--- src/rtl/md_pkg.sv ---
// md_pkg: shared types for the reference-particle prefetcher.
package md_pkg;
    localparam int OFF_W  = 29;
    localparam int CID_W  = 3;
    localparam int DATA_W = OFF_W + CID_W;
    localparam int PID_W  = 7;

    typedef struct packed {
        logic [CID_W-1:0] idz;
        logic [CID_W-1:0] idy;
        logic [CID_W-1:0] idx;
    } cell_id_t;

    typedef struct packed {
        logic [DATA_W-1:0] x;
        logic [DATA_W-1:0] y;
        logic [DATA_W-1:0] z;
        logic [PID_W-1:0]  id;
    } ref_entry_t;

    typedef enum logic [1:0] {IDLE, CAPTURE, DRAIN, DONE} fsm_t;
endpackage

--- src/rtl/ref_fifo.sv ---
// ref_fifo: first-word fall-through sync FIFO with flush; head comes straight from storage.
module ref_fifo #(
    parameter type T     = logic [7:0],
    parameter int  DEPTH = 4
) (
    input  logic                   clk,
    input  logic                   rst_n,
    input  logic                   flush,
    input  logic                   push,
    input  T                       din,
    input  logic                   pop,
    output T                       dout,
    output logic                   full,
    output logic                   empty,
    output logic [$clog2(DEPTH):0] count
);
    localparam int AW = $clog2(DEPTH);

    T               mem [DEPTH];
    logic [AW-1:0]  wr_ptr, rd_ptr;
    logic           do_push, do_pop;

    assign empty   = count == '0;
    assign full    = count == (AW+1)'(DEPTH);
    assign dout    = mem[rd_ptr];
    assign do_pop  = pop && !empty;
    // A pop in the same cycle frees the slot, so a full FIFO may still accept.
    assign do_push = push && (!full || do_pop);

    always_ff @(posedge clk or negedge rst_n)
        if (!rst_n) begin
            wr_ptr <= '0;
            rd_ptr <= '0;
            count  <= '0;
            for (int i = 0; i < DEPTH; i++) mem[i] <= '0;
        end else if (flush) begin
            wr_ptr <= '0;
            rd_ptr <= '0;
            count  <= '0;
        end else begin
            if (do_push) begin
                mem[wr_ptr] <= din;
                wr_ptr      <= wr_ptr + 1'b1;
            end
            if (do_pop) rd_ptr <= rd_ptr + 1'b1;
            count <= count + (AW+1)'(do_push) - (AW+1)'(do_pop);
        end
endmodule

--- src/rtl/ref_data_prefetcher.sv ---
// ref_data_prefetcher: captures home-cell reference particles from the broadcast
// stream into a FIFO, tagging them with phase cell IDs, and hands them out over valid/ready.
module ref_data_prefetcher
    import md_pkg::*;
#(
    parameter int OFFSET_WIDTH      = 29,
    parameter int CELL_ID_WIDTH     = 3,
    parameter int DATA_WIDTH        = 32,
    parameter int PARTICLE_ID_WIDTH = 7,
    parameter int REF_DEPTH         = 4,
    parameter int NUM_PHASES        = 2,
    localparam int PHASE_WIDTH      = NUM_PHASES > 1 ? $clog2(NUM_PHASES) : 1,
    parameter logic [NUM_PHASES*3*CELL_ID_WIDTH-1:0] CELL_ID_LUT = 18'b101_100_011_001_000_010
) (
    input  logic                         clk,
    input  logic                         rst_n,
    input  logic                         count_valid,
    input  logic [PARTICLE_ID_WIDTH-1:0] count_in,
    input  logic                         bcast_valid,
    input  logic [PARTICLE_ID_WIDTH-1:0] bcast_id,
    input  logic [OFFSET_WIDTH-1:0]      bcast_x,
    input  logic [OFFSET_WIDTH-1:0]      bcast_y,
    input  logic [OFFSET_WIDTH-1:0]      bcast_z,
    input  logic [PHASE_WIDTH-1:0]       phase_sel,
    output logic                         ref_valid,
    input  logic                         ref_ready,
    output logic [DATA_WIDTH-1:0]        ref_x,
    output logic [DATA_WIDTH-1:0]        ref_y,
    output logic [DATA_WIDTH-1:0]        ref_z,
    output logic [PARTICLE_ID_WIDTH-1:0] ref_id,
    output logic                         ref_last,
    output logic [PARTICLE_ID_WIDTH-1:0] ref_particle_count,
    output logic                         all_done
);
    localparam int PW = PARTICLE_ID_WIDTH;
    localparam int AW = $clog2(REF_DEPTH);

    if (DATA_WIDTH != OFFSET_WIDTH + CELL_ID_WIDTH)
        $error("DATA_WIDTH must equal OFFSET_WIDTH + CELL_ID_WIDTH");
    if (OFFSET_WIDTH != OFF_W || CELL_ID_WIDTH != CID_W || PW != PID_W)
        $error("widths must match md_pkg entry layout");
    if (REF_DEPTH < 2 || (REF_DEPTH & (REF_DEPTH - 1)) != 0)
        $error("REF_DEPTH must be a power of 2, >= 2");

    fsm_t             state, state_next;
    logic [PW:0]      next_id;
    logic [PHASE_WIDTH-1:0] row;
    cell_id_t         cid;
    ref_entry_t       din, head;
    logic             full, empty, push, pop, drained, capture_done;
    logic [AW:0]      occ;

    // Out-of-range phases fall back to row 0.
    assign row = (int'(phase_sel) < NUM_PHASES) ? phase_sel : '0;
    assign cid = CELL_ID_LUT[row*$bits(cell_id_t) +: $bits(cell_id_t)];
    assign din = '{x: {cid.idx, bcast_x}, y: {cid.idy, bcast_y}, z: {cid.idz, bcast_z}, id: bcast_id};

    assign pop          = !empty && ref_ready;
    assign capture_done = next_id > {1'b0, ref_particle_count};
    assign push         = state == CAPTURE && !count_valid && bcast_valid && !capture_done
                          && {1'b0, bcast_id} == next_id && (!full || pop);
    assign drained      = empty || (occ == (AW+1)'(1) && pop);

    ref_fifo #(.T(ref_entry_t), .DEPTH(REF_DEPTH)) u_fifo (
        .clk   (clk),
        .rst_n (rst_n),
        .flush (count_valid),
        .push  (push),
        .din   (din),
        .pop   (pop),
        .dout  (head),
        .full  (full),
        .empty (empty),
        .count (occ)
    );

    always_comb begin
        state_next = state;
        if (count_valid) state_next = count_in == '0 ? DONE : CAPTURE;
        else if (state == CAPTURE && capture_done) state_next = drained ? DONE : DRAIN;
        else if (state == DRAIN && drained) state_next = DONE;
    end

    always_ff @(posedge clk or negedge rst_n)
        if (!rst_n) begin
            state              <= IDLE;
            next_id            <= (PW+1)'(1);
            ref_particle_count <= '0;
        end else begin
            state              <= state_next;
            next_id            <= count_valid ? (PW+1)'(1) : next_id + (PW+1)'(push);
            ref_particle_count <= count_valid ? count_in : ref_particle_count;
        end

    assign ref_valid = !empty;
    assign ref_x     = head.x;
    assign ref_y     = head.y;
    assign ref_z     = head.z;
    assign ref_id    = head.id;
    assign ref_last  = !empty && head.id == ref_particle_count;
    assign all_done  = state == DONE;
endmodule
--- config.mk ---
export PLATFORM = sky130hd
export DESIGN_NAME = ref_data_prefetcher
export DESIGN_NICKNAME = d
export VERILOG_FILES = /design/src/rtl/md_pkg.sv /design/src/rtl/ref_fifo.sv /design/src/rtl/ref_data_prefetcher.sv
export SDC_FILE = /design/constraint.sdc
export NUM_CORES = 1
export LEC_CHECK = 0
export CAP_MARGIN = 15
export CORE_ASPECT_RATIO = 0.5
export CORE_MARGIN = 10
export CORE_UTILIZATION = 60
export DETAILED_ROUTE_END_ITERATION = 10
export MAX_ROUTING_LAYER = met4
export PLACE_DENSITY = 0.85
export SETUP_SLACK_MARGIN = 0.02
export SYNTH_ARGS = -nofsm -noshare
export SYNTH_HDL_FRONTEND = slang
export SYNTH_SLANG_ARGS = --single-unit
--- constraint.sdc ---
create_clock -name clk -period 5.4 [get_ports clk]
set_input_delay 1.08 -clock clk [delete_from_list [all_inputs] [get_ports clk]]
set_output_delay 1.08 -clock clk [all_outputs]
set_load 0.1 [all_outputs]
==> results.py <==
metrics = {
    "synthesis": {
        "avgSynthCellArea_um2": 16.6,
        "synth.ff_latch_count": 408,
        "synth_seq_area_share": 0.563,
        "synth.lib_cells_used.distinct": 43,
        "post-synth-top-area-fraction": 0.562,
        "postSynthCellCount": 1092,
        "synth_top_cells_by_area": "sky130_fd_sc_hd__dfrtp_1, sky130_fd_sc_hd__mux2_2, sky130_fd_sc_hd__mux4_2",
        "cell_types_with_the_highest_counts_after_synthesis": "sky130_fd_sc_hd__dfrtp_1, sky130_fd_sc_hd__mux2_2, sky130_fd_sc_hd__mux2_1",
        "yosysMostFrequentCell": "sky130_fd_sc_hd__dfrtp_1",
        "ys.flop_type": "sky130_fd_sc_hd__dfrtp_1",
        "synthDominantAreaCellType": "sky130_fd_sc_hd__dfrtp_1",
        "post_synthesis_cell_area_um2": 18100,
        "synth_warnings": 0,
        "number_of_enable_flip_flop_cells_after_synthesis": 0,
        "postSynth.asyncResetShare": 1.00,
    },
    "floorplanning": {
        "initial_utilization": 0.617,
        "core_area_um2": 29400,
        "num_rows": 44,
        "io_pins": 220,
        "fp.dieH_um": 143,
        "floorplan.die_area_um2": 38000,
        "die_width_um": 266,
    },
    "critical_path": {
        "critPathKind": "reg -> out",
        "worst_r2r_startpoint": "ref_particle_count[5]",
        "timing.critical_path.to": "ref_y[19]",
        "cp-start-kind": "flop",
        "r2r_slack_ps": 2260,
        "cp_max_fo": 26,
        "critical_path_arrival_ps": 3310,
        "setup.worst_path.start": "u_fifo.rd_ptr[0]",
        "critical_path.reg2reg.endpoint": "u_fifo.count[2]",
        "critical_path_required_ps": 4320,
        "rr_worst_depth": 12,
        "endpoint_kind": "output port",
    },
    "routing": {
        "drt_pre_antenna_iters": 4,
        "drcViolationCount": 0,
        "drtIter0Drc": 638,
        "post_drt_wl_per_cell_um": 23.3,
        "drt-total-wl_mm": 39.9,
        "number_of_nets_with_antenna_violations_after_detailed_routing": 0,
        "routed_via_density": 5.91,
        "detailroute.via_count": 10100,
    },
    "sta": {
        "grt_setup_unrepaired": "no",
        "skew_ps": 21.2,
        "finalSetupViolCount": 0,
        "final-hold-violation-count": 0,
        "fin_setup_tns_ps": 0,
        "achievable-frequency_mhz": 228,
        "post-route-min-period_ps": 4390,
        "timing.final.ws_setup_ps": 1010,
        "min_period_over_period": 0.813,
        "worstMarginPinSlew_ps": 1040,
        "timing.max_slew.rel_slack": 0.302,
        "timing_max_transition_violations_final": 0,
    },
    "place": {
        "place_worst_setup_slack_ps": 1200,
        "place_hpwl_mm": 25.8,
        "place.port_buffers": 215,
        "gp_routability_congestion": 0.785,
    },
    "grt": {
        "global_route_wire_length_before_repair_mm": 64.0,
        "first_global_vias": 11500,
        "grt_antenna_before_repair": 1,
        "grt_usage": 0.218,
        "largest_net_degree_at_the_start_of_global_routing": 126,
        "grt_overflow_total": 0,
    },
    "clocking": {
        "cts_tree": "built",
        "ctsHoldBuffers": 0,
        "cts.reportedPaths.clkPinSlew_ps": 60,
        "cts-buffers-inserted": 37,
        "postCtsResizedCells": 0,
        "clk_root_buffer_cell": "sky130_fd_sc_hd__clkbuf_16",
        "cts_buffer_depth": 3,
        "cts_max_level": 2,
        "clock_insertion_delay_worst_skew_ps": 530,
        "clock-sinks": 408,
        "postCtsSetupRepairBufs": 0,
    },
    "worst_hold_path": {
        "type_of_the_worst_min_delay_path": "reg -> reg",
        "min_path_cells": 1,
    },
    "finish": {
        "fillers": 1767,
        "sequential_cell_area_um2": 10200,
        "final_util": 0.740,
        "layout-area-overhead-vs-synth_pct": 20.1,
        "multi_input_area_um2": 7400,
        "layout.nets": 1418,
        "drive_gt1_frac": 0.315,
    },
    "power": {
        "vdd_ir_drop_max_mv": 0.202,
        "power.static_leakage_nw": 10.4,
        "power-per-cell-area_nw_per_um2": 325,
        "total_power_mw": 7.08,
    },
    "flow_run": {
        "cap_violations": 0,
    },
    "outcome": {
        "outcome": "completed",
    },
}
[where the power goes]
group	internal (mW)	total, mW	switching (mW)
Clock	1.51	2.62	1.11
Sequential	3.10	3.22	0.113
Combinational	0.473	1.24	0.769
[how the worst min path moves through the flow]
stage / startpoint / to
final: u_fifo.mem[139] / u_fifo.mem[139]
after global routing: u_fifo.mem[139] / u_fifo.mem[139]
after CTS: u_fifo.mem[345] / u_fifo.mem[345]
after detailed placement: u_fifo.mem[345] / u_fifo.mem[345]
after global placement: u_fifo.mem[242] / u_fifo.mem[242]
after floorplan: u_fifo.mem[139] / u_fifo.mem[139]
[kinds of logic after synthesis]
group                      count (synthesis)  synth area share
and+or+nand+nor                           56            0.0172
DFF                                      408             0.563
AOI/OAI and AO/OA                         20            0.0102
buffers and inverters                     88            0.0291
adders and majority gates                 16            0.0115
muxes                                    479             0.357
xor gates and xnor gates                  24            0.0116
other                                      1          0.000207
[registers in the layout (all words and copies together), names as in the netlist]
register            cells
u_fifo.mem            384
next_id                 8
ref_particle_count      7
u_fifo.count            3
state                   2
u_fifo.rd_ptr           2
u_fifo.wr_ptr           2
[through the flow]
step / cell area [µm²] / hold WS (ps) / cells
2_1_floorplan: 18100 / 434 / 1095
3_3_place_gp: 20600 / 447 / 1647
3_5_place_dp: 20600 / 450 / 1647
4_1_cts: 21800 / 471 / 1708
5_1_grt: 21800 / 479 / 1709
6_report: 21800 / 472 / 1709
[worst max-delay path, cell delays in order, from the launching register on]
cell	delay, ps
sky130_fd_sc_hd__dfrtp_4	780
sky130_fd_sc_hd__buf_4	440
sky130_fd_sc_hd__mux4_2	550
sky130_fd_sc_hd__clkdlybuf4s50_1	1000
[layout make-up]
type                       count  share of cell area
antenna                        1            0.000115
clock buffer                  51              0.0468
clock inverter                10             0.00724
inverter                      16             0.00276
multi-input combinational    599               0.340
sequential                   408               0.469
tap                          391              0.0225
timing repair buffer         233               0.111
[routing by layer]
metal  track usage  share of wire  vias up
li1              -              -     4406
met1         0.261           0.42     5489
met2         0.387           0.53      159
met3        0.0332          0.031       54
met4        0.0523          0.019        0
met5             -              0        -
[placed cells by master (no fill, tap or decap), types with 3 or more instances in the layout]
cell type,Yosys,layout
sky130_fd_sc_hd__nor2b_1,3,3
sky130_fd_sc_hd__clkdlybuf4s50_1,0,209
sky130_fd_sc_hd__a21oi_1,4,4
sky130_fd_sc_hd__xor2_1,13,13
sky130_fd_sc_hd__buf_12,0,11
sky130_fd_sc_hd__nand4_1,3,3
sky130_fd_sc_hd__ha_1,15,15
sky130_fd_sc_hd__clkbuf_16,0,37
sky130_fd_sc_hd__nand3_1,4,4
sky130_fd_sc_hd__bufinv_16,0,4
sky130_fd_sc_hd__buf_4,11,12
sky130_fd_sc_hd__o21ai_0,6,6
sky130_fd_sc_hd__clkbuf_1,15,10
sky130_fd_sc_hd__conb_1,1,4
sky130_fd_sc_hd__mux2_2,226,226
sky130_fd_sc_hd__mux4_2,96,96
sky130_fd_sc_hd__clkbuf_8,0,4
sky130_fd_sc_hd__dfrtp_1,407,405
sky130_fd_sc_hd__clkinv_2,0,4
sky130_fd_sc_hd__xnor2_1,11,11
sky130_fd_sc_hd__inv_1,16,16
sky130_fd_sc_hd__or2_2,5,5
sky130_fd_sc_hd__nor2_1,14,14
sky130_fd_sc_hd__nand2_1,9,9
sky130_fd_sc_hd__a211oi_4,4,4
sky130_fd_sc_hd__mux2_1,156,156
No activity file was read; power rests on OpenSTA's default activity.
